===== src/rtl/id_stage_pipe_pkg.sv =====
// id_stage_pipe_pkg: shared types, opcode constants and immediate decoder for the decode stage
package id_stage_pipe_pkg;
  typedef logic [31:0] word_t;
  typedef logic [4:0] reg_addr;
  localparam logic [6:0] OPC_LUI    = 7'b0110111;
  localparam logic [6:0] OPC_AUIPC  = 7'b0010111;
  localparam logic [6:0] OPC_JAL    = 7'b1101111;
  localparam logic [6:0] OPC_JALR   = 7'b1100111;
  localparam logic [6:0] OPC_BRANCH = 7'b1100011;
  localparam logic [6:0] OPC_LOAD   = 7'b0000011;
  localparam logic [6:0] OPC_STORE  = 7'b0100011;
  localparam logic [6:0] OPC_OPIMM  = 7'b0010011;
  localparam logic [6:0] OPC_OP     = 7'b0110011;
  typedef struct packed {
    word_t inst;
    word_t pc;
  } if_id;
  typedef struct packed {
    word_t   pc;
    word_t   inst;
    word_t   imm;
    word_t   reg1_value;
    word_t   reg2_value;
    reg_addr reg_dest_addr;
    logic    reg_write_enable;
    logic    rs1_used;
    logic    rs2_used;
  } id_ex;
  function automatic word_t decode_imm(word_t inst);
    logic [6:0] opc;
    opc = inst[6:0];
    return (opc == OPC_LUI || opc == OPC_AUIPC) ? {inst[31:12], 12'b0} :
           opc == OPC_JAL    ? {{12{inst[31]}}, inst[19:12], inst[20], inst[30:21], 1'b0} :
           opc == OPC_BRANCH ? {{20{inst[31]}}, inst[7], inst[30:25], inst[11:8], 1'b0} :
           opc == OPC_STORE  ? {{21{inst[31]}}, inst[30:25], inst[11:7]} :
                               {{21{inst[31]}}, inst[30:20]};
  endfunction
endpackage


===== src/rtl/id_stage_pipe_regfile_mp.sv =====
// regfile_mp: multi-write-port register file with two optionally bypassed read ports
module regfile_mp
  import id_stage_pipe_pkg::*;
#(
  parameter int NUM_WB = 2,
  parameter int NREGS  = 32,
  parameter int BYPASS = 1
) (
  input  logic                    clk,
  input  logic                    rst,
  input  logic [NUM_WB-1:0]       wb_valid,
  input  reg_addr [NUM_WB-1:0]    wb_addr,
  input  word_t [NUM_WB-1:0]      wb_data,
  input  reg_addr                 ra1,
  input  reg_addr                 ra2,
  output word_t                   rd1,
  output word_t                   rd2,
  output word_t [NREGS-1:0]       regs_value
);
  word_t [NREGS-1:0] regs;
  assign regs_value = regs;
  // ascending loop makes the highest port index win on collisions
  always_ff @(posedge clk) begin
    if (rst) regs <= '0;
    else
      for (int i = 0; i < NUM_WB; i++)
        if (wb_valid[i] && wb_addr[i] != '0) regs[wb_addr[i]] <= wb_data[i];
  end
  always_comb begin
    rd1 = regs[ra1];
    rd2 = regs[ra2];
    for (int i = 0; i < NUM_WB; i++) begin
      if (BYPASS != 0 && wb_valid[i] && wb_addr[i] == ra1) rd1 = wb_data[i];
      if (BYPASS != 0 && wb_valid[i] && wb_addr[i] == ra2) rd2 = wb_data[i];
    end
    rd1 = ra1 == '0 ? '0 : rd1;
    rd2 = ra2 == '0 ? '0 : rd2;
  end
endmodule


===== src/rtl/id_stage_pipe.sv =====
// id_stage_pipe: decode stage with scoreboard hazard stalls, bypassed regfile and registered id_ex handshake
module id_stage_pipe
  import id_stage_pipe_pkg::*;
#(
  parameter int NUM_WB = 2,
  parameter int NREGS  = 32,
  parameter int BYPASS = 1,
  parameter int CNT_W  = 32
) (
  input  logic                 clk,
  input  logic                 rst,
  input  if_id                 if_id_state,
  input  logic                 in_valid,
  output logic                 in_ready,
  output id_ex                 id_ex_state,
  output logic                 out_valid,
  input  logic                 out_ready,
  input  logic [NUM_WB-1:0]    wb_valid,
  input  reg_addr [NUM_WB-1:0] wb_addr,
  input  word_t [NUM_WB-1:0]   wb_data,
  input  logic                 flush,
  output word_t [NREGS-1:0]    regs_value,
  output logic [CNT_W-1:0]     stall_cycles
);
  logic [NREGS-1:0] pend, pend_n;
  logic [6:0] opc;
  reg_addr rs1, rs2, rd;
  logic rs1_used, rs2_used, we, hit1, hit2, hazard, accept;
  word_t rd1, rd2;
  id_ex dec;
  assign opc = if_id_state.inst[6:0];
  assign rs1 = if_id_state.inst[19:15];
  assign rs2 = if_id_state.inst[24:20];
  assign rd  = if_id_state.inst[11:7];
  assign rs1_used = !(opc == OPC_LUI || opc == OPC_AUIPC || opc == OPC_JAL);
  assign rs2_used = opc == OPC_OP || opc == OPC_STORE || opc == OPC_BRANCH;
  assign we = !(opc == OPC_STORE || opc == OPC_BRANCH) && rd != '0;
  regfile_mp #(.NUM_WB(NUM_WB), .NREGS(NREGS), .BYPASS(BYPASS)) u_rf (
    .clk(clk), .rst(rst), .wb_valid(wb_valid), .wb_addr(wb_addr), .wb_data(wb_data),
    .ra1(rs1), .ra2(rs2), .rd1(rd1), .rd2(rd2), .regs_value(regs_value)
  );
  always_comb begin
    hit1 = 1'b0;
    hit2 = 1'b0;
    for (int i = 0; i < NUM_WB; i++) begin
      hit1 = hit1 | (wb_valid[i] && wb_addr[i] == rs1);
      hit2 = hit2 | (wb_valid[i] && wb_addr[i] == rs2);
    end
  end
  // x0 never becomes pending, so x0 sources need no explicit exemption
  assign hazard = (rs1_used && pend[rs1] && !(BYPASS != 0 && hit1)) ||
                  (rs2_used && pend[rs2] && !(BYPASS != 0 && hit2)) ||
                  (we && pend[rd]);
  assign in_ready = !hazard && (!out_valid || out_ready);
  assign accept = in_valid && in_ready && !flush;
  always_comb begin
    pend_n = pend;
    for (int i = 0; i < NUM_WB; i++)
      if (wb_valid[i]) pend_n[wb_addr[i]] = 1'b0;
    if (accept && we) pend_n[rd] = 1'b1;
    pend_n = flush ? '0 : pend_n;
  end
  always_comb begin
    dec = '0;
    dec.pc = if_id_state.pc;
    dec.inst = if_id_state.inst;
    dec.imm = decode_imm(if_id_state.inst);
    dec.reg1_value = rd1;
    dec.reg2_value = rd2;
    dec.reg_dest_addr = rd;
    dec.reg_write_enable = we;
    dec.rs1_used = rs1_used;
    dec.rs2_used = rs2_used;
  end
  always_ff @(posedge clk) begin
    if (rst) begin
      pend <= '0;
      out_valid <= 1'b0;
      id_ex_state <= '0;
      stall_cycles <= '0;
    end else begin
      pend <= pend_n;
      if (in_valid && hazard) stall_cycles <= stall_cycles + {{(CNT_W-1){1'b0}}, 1'b1};
      if (flush) out_valid <= 1'b0;
      else if (accept) begin
        out_valid <= 1'b1;
        id_ex_state <= dec;
      end else if (out_ready) out_valid <= 1'b0;
    end
  end
endmodule


===== config.mk =====
export PLATFORM = sky130hd
export DESIGN_NAME = id_stage_pipe
export DESIGN_NICKNAME = d
export VERILOG_FILES = /design/src/rtl/id_stage_pipe_pkg.sv /design/src/rtl/id_stage_pipe_regfile_mp.sv /design/src/rtl/id_stage_pipe.sv
export SDC_FILE = /design/constraint.sdc
export NUM_CORES = 2
export LEC_CHECK = 0
export CAP_MARGIN = 25
export CORE_AREA = 5 5 535 537
export DETAILED_ROUTE_END_ITERATION = 6
export DIE_AREA = 0 0 540 542
export PLACE_DENSITY = 0.56
export SYNTH_ARGS = -nofsm -noshare
export SYNTH_HDL_FRONTEND = slang
export SYNTH_HIERARCHICAL = 1
export SYNTH_SLANG_ARGS = --single-unit

===== constraint.sdc =====
create_clock -name clk -period 3.9 [get_ports clk]
set_input_delay 0.585 -clock clk [delete_from_list [all_inputs] [get_ports clk]]
set_output_delay 0.585 -clock clk [all_outputs]
set_load 0.02 [all_outputs]

# --- Word-level counts from Yosys, hierarchy flattened ---
# Cells that the tools add are included.
classes:
  n_addsub: 1
  n_bitwise: 8
  reduce_logical: 43
  eq_ne: 10
  n_mux: 40
  order_cmp: 8
op_table:
  columns: ["op", "count"]
  rows:
  - ["$mux W1024", 3]
  - ["$bwmux W1024", 2]
  - ["$mux W32", 13]
  - ["$bmux W32 S5", 2]
  - ["$demux W32 S5", 2]
  - ["$and A32 B32 Y32", 2]
  - ["$not A32 Y32", 2]
  - ["$add A32 B1 Y32 const B", 1]
  - ["$or A32 B32 Y32", 1]
  - ["$mux W31", 1]
  - ["$lt A5 B6 Y1 const B", 5]
  - ["$eq A7 B6 Y1 const B", 3]
  - ["$eq A5 B5 Y1", 4]
  - ["$logic_and A1 B1 Y1", 20]
  - ["$mux W20", 1]
  - ["$bmux W1 S5", 3]
  - ["$demux W1 S5", 3]
  - ["$ge A5 B1 Y1 const B", 3]
  - ["$reduce_bool A5 Y1", 3]
  - ["$eq A7 B7 Y1 const B", 2]
  - ["$mux W12", 1]
  - ["$logic_not A5 Y1", 2]
  - ["$logic_or A1 B1 Y1", 8]
  - ["$mux W1", 8]
  - ["8 further kinds", 15]
word_totals:
  inputBits: 145
  ff_bits: 1257

# --- Depth between registers and ports, before layout ---
logic_depth:
  depth_word: 14
  mapped_depth: 13

# --- By module ---
# The synthesis kept the hierarchy.
by_module_without_submodules:
  columns: ["mod", "cells_each", "area_each_um2", "instances", "seq_area_each_um2"]
  rows:
  - ["regfile_mp", 6515, 62588.8, 1, 20499.7]
  - ["id_stage_pipe", 1257, 10348.7, 1, 4544.4]

# --- Worst setup path after synthesis ---
# No wires, ideal clock.
synth_timing:
  path_type: "input port to output port"
  start: "in if_id_state[48] (netlist bit)"
  end: "out in_ready"
  arrival_time_ps: 2581
  t_required_ps: 3315
  slack_ps: 734
  stages: 7
  path_cell_list: "clkbuf_1 mux4_2 mux2_2 nand3_1 nand4_2 and2_1 nor4_1"
synth_between:
  elab_chain_cells: 9
  elab_cells_between_ends: 14
  cone_classes: "eq/ne (2); mux (2); bitwise (1); reduce/logical (9)"
synth_rtl:
  columns: ["element", "line", "text"]
  rows:
  - ["from (decl)", "id_stage_pipe.sv:12", "input if_id if_id_state,"]
  - ["branches (longest 4 deep; another with $bmux W1 S5)", null, null]
  - ["$logic_and A1 B1 Y1 (*)", "id_stage_pipe.sv:51", "assign hazard = (rs1_used && pend[rs1] && !(BYPASS != 0 && hit1)) ||"]
  - ["$logic_or A1 B1 Y1 (*)", "id_stage_pipe.sv:51", null]
  - ["$logic_or A1 B1 Y1 (*)", "id_stage_pipe.sv:52", "(rs2_used && pend[rs2] && !(BYPASS != 0 && hit2)) ||"]
  - ["$logic_not A1 Y1 (*)", "id_stage_pipe.sv:54", "assign in_ready = !hazard && (!out_valid || out_ready);"]
  - ["$logic_and A1 B1 Y1 (*)", "id_stage_pipe.sv:54", null]
  - ["to (decl)", "id_stage_pipe.sv:14", "output logic in_ready,"]
# Every way passes the cells marked *. The select of a mux whose other input is x is not followed.

# --- Worst setup path in the final report ---
layout_timing:
  start: "reg pend[29]"
  end: "out in_ready"
layout_between:
  elab_chain_cells: 8
  elab_cells_between_ends: 15
  cone_classes: "mux (6); reduce/logical (9)"
layout_rtl:
  columns: ["element", "line", "text"]
  rows:
  - ["from (decl)", "id_stage_pipe.sv:25", "logic [NREGS-1:0] pend, pend_n;"]
  - ["from (signal assigned)", "id_stage_pipe.sv:82", "pend <= pend_n;"]
  - ["$bmux W1 S5 (on tied branches)", "id_stage_pipe.sv:51, id_stage_pipe.sv:52", null]
  - ["$mux W1 (on tied branches)", "id_stage_pipe.sv:51, id_stage_pipe.sv:52", null]
  - ["$logic_and A1 B1 Y1 (on tied branches) (2 in series)", "id_stage_pipe.sv:51, id_stage_pipe.sv:52", null]
  - ["$logic_or A1 B1 Y1", "id_stage_pipe.sv:51", null]
  - ["$logic_or A1 B1 Y1 (*)", "id_stage_pipe.sv:52", null]
  - ["$logic_not A1 Y1 (*)", "id_stage_pipe.sv:54", null]
  - ["$logic_and A1 B1 Y1 (*)", "id_stage_pipe.sv:54", null]
# Mark *: on every way between the ends. The rest lies on a longest branch, timed or not. The select of a mux whose other input is x is not followed.

==> flow_metrics.env <==
export IMPL_postSynth_topFlopCell="dfxtp_1"
export IMPL_mostFrequentLayoutCell="clkdlybuf4s50_1"
export IMPL_syn_num_nets=7918
export IMPL_stdcell_count=12590
export IMPL_r2r_start="pend[13]"
export IMPL_multi_input_comb_area_mm2=0.04397
export IMPL_grt_start_max_net_pins=203
export IMPL_placement_setup_worst_slack_ns=-0.3070
export IMPL_rsz0062_at_grt="no"
export IMPL_synth_top_area_share=0.3434
export IMPL_synth_warning_count=6
export IMPL_post_synth_instance_area_mm2=0.07294
export IMPL_clk_root_buffer_cell="clkbuf_16"
export IMPL_grt_first_pass_wirelength_mm=668.3
export IMPL_die_h_um=542
export IMPL_netlist_instances=7772
export IMPL_timing_final_crit_share=0.9654
export IMPL_synthArstFlopShare=0
export IMPL_worstHoldStart="if_id_state[47]"
export IMPL_critPathArrivalTime_ns=3.18
export IMPL_finalPower_w=0.03474
export IMPL_ir_drop_mv=0.3062
export IMPL_area_growth_pct=33.29
export IMPL_totalWireLength_mm=504.8
export IMPL_detail_route_drc_violations=0
export IMPL_timing_critical_path_from="pend[29]"
export IMPL_detail_route_first_pass_iterations=7
export IMPL_floorplan_initialDensity=0.2595
export IMPL_placeableCoreArea_mm2=0.2811
export IMPL_post_cts_setup_buffers=0
export IMPL_track_usage=0.3265
export IMPL_synthDominantAreaCellType="dfxtp_1"
export IMPL_ff_latch_area_mm2=0.02504
export IMPL_final_hold_viol_count=0
export IMPL_cts_sinks=1251
export IMPL_timing_max_cap_violations=0
export IMPL_critPathRequiredTime_ns=3.31
export IMPL_worst_slew_margin_rel=0.2255
export IMPL_timing_hold_worst_class="primary input to register"
export IMPL_synth_lib_cells_used_distinct=75
export IMPL_post_dp_hpwl_mm=380.5
export IMPL_run_status="finished, final reports clean"
export IMPL_placementRows=195
export IMPL_report_final_slew_viol_count=0
export IMPL_criticalPathCategory="register to primary output"
export IMPL_max_freq_mhz=265.6
export IMPL_power_density_mw_per_mm2=357.4
export IMPL_postSynthRegisterBits=1251
export IMPL_final_core_util=0.3459
export IMPL_crit_path_max_fanout=4
export IMPL_detail_route_vias_per_cell=6.017
export IMPL_first_global_vias=70230
export IMPL_gp_congestion=1.036
export IMPL_clk_insertion_delay_late_ns=0.86
export IMPL_wl_per_cell_um=40.09
export IMPL_timing_clock_skew_ns=0.04618
export IMPL_die_width_um=540
export IMPL_edff_count_synth=0
export IMPL_total_via_count_in_the_routed_design=75760
export IMPL_clock_tree_from_tritoncts="yes"
export IMPL_synth_seq_area_share=0.3434
export IMPL_die_area_mm2=0.2927
export IMPL_tns_ns=0
export IMPL_num_nets_final=8845
export IMPL_drive_gt1_frac=0.1604
export IMPL_detailedRoute_firstIterationViolations=11870
export IMPL_synth_area_top_cells="dfxtp_1 (34%), mux2i_1 (14%), mux4_2 (12%)"
export IMPL_post_place_cells=12270
export IMPL_tightest_slew_ns=1.162
export IMPL_end_kind="primary output"
export IMPL_timing_final_crit_period_ns=3.765
export IMPL_cts_clk_slew_worst_paths_ns=0.05
export IMPL_fillerInstances=28410
export IMPL_place_port_buffers=1370
export IMPL_ctsHtreeMaxLevel=4
export IMPL_final_cell_mix="clkdlybuf4s50_1 (1303), dfxtp_1 (1251), nor2_1 (1065)"
export IMPL_finalWorstSetupSlack_ns=0.1348
export IMPL_globalRouteOverflowTotal=0
export IMPL_io_pin_count=1371
export IMPL_setup_violations_final=0
export IMPL_setup_worst_path_start_class="register"
export IMPL_cts_root_to_sink_buffers=4
export IMPL_numCtsBuffers=163
export IMPL_leakagePower_nw=34.16
export IMPL_avgSynthCellArea_um2=9.385
export IMPL_grt_antenna_before_repair=50
export IMPL_postRouteAntennaNets=0
[metal layers]
metal,global-route usage,wire length [µm],vias to the layer above
li1,-,-,31020
met1,0.4120,195200,38010
met2,0.4800,210000,5780
met3,0.1440,72090,936
met4,0.1441,27400,16
met5,0,97,-
[cells by family (layout without fill, tap and decap cells)]
| family | count (synthesis) | after routing | synth area share |
|---|---|---|---|
| simple gates | 2188 | 2188 | 0.1287 |
| buf+inv | 1053 | 2102 | 0.06212 |
| flops | 1251 | 1251 | 0.3434 |
| mux | 1566 | 1566 | 0.2859 |
| fa+ha+maj | 1 | 1 | 0.0001715 |
| other cells | 0 | 27 | 0 |
| compound gates | 1671 | 1671 | 0.1747 |
| xor+xnor | 42 | 42 | 0.005043 |
[metrics by stage]
step	hold WS (ns)	cell area (µm²)
6_report	0.05753	97220
5_1_grt	0.04957	97190
4_1_cts	0.0001644	97090
3_5_place_dp	0.4466	91490
3_3_place_gp	0.4398	91390
2_1_floorplan	0.4431	72940
[layout make-up]
cell class                 count  area share
tap                         3743     0.04817
sequential                  1251      0.2576
inverter                      10   0.0003861
antenna                       27   0.0006950
clock buffer                 228     0.04914
timing repair buffer        1805      0.1836
clock inverter                59    0.008095
multi-input combinational   5468      0.4523
[cell usage after synthesis (20+ instances only)]
master       n
dfxtp_1   1251
mux2i_1   1039
xnor2_1     22
xor2_1      20
buf_1       80
a22o_1      32
a221o_1     44
a211oi_1   889
nor2b_1     66
nand4_1     29
nand3_1    228
mux2_2     116
a21o_1      20
buf_2      167
o21ai_0     26
clkbuf_1   703
o221ai_1   114
a22oi_1     78
a221oi_1    58
mux4_2     397
a21oi_1    187
buf_4       61
nor3_1      30
nor2_1    1085
nand2_1    565
and3_1      44
nor4_1      51
a311oi_1   158
[state kept, by name, indices dropped and copies added (netlist names)]
register,flops
u_rf/regs_value,1024
id_ex_state,162
pend,32
stall_cycles,32
out_valid,1
[worst max-delay path, stage by stage, from the launching register on]
cell and delay [ns]:
dfxtp_1 0.35, mux4_1 0.50, mux2_2 0.31, nand3_1 0.13, nand4_4 0.15, and2_4 0.21
nor4_4 0.26, buf_4 0.16, clkdlybuf4s15_2 0.25
[path summary, 6_finish.rpt]
path	to	slack, ns	cells after the start
worst min-delay path	id_ex_state[119]	0.06	3
worst max-delay path	in_ready	0.13	8
worst min register to register	id_ex_state[140]	0.45	2
worst max register to register	id_ex_state[42]	0.85	11
[report_power, final]
group,total [W],internal [W],switching [W],leakage (nW)
Sequential,0.0135,0.0131,0.000416,10.1
Combinational,0.00498,0.00168,0.00330,21.3
Clock,0.0163,0.00956,0.00673,2.75
[what timing repair did]
action                                 4_1_cts  5_1_grt
resized for setup                            7        2
endpoints found under the hold margin        1        0
hold buffers                                 1        0
setup endpoints to repair                    1        1
pin swaps                                    0        1
Power figures use the tool's default switching activity.
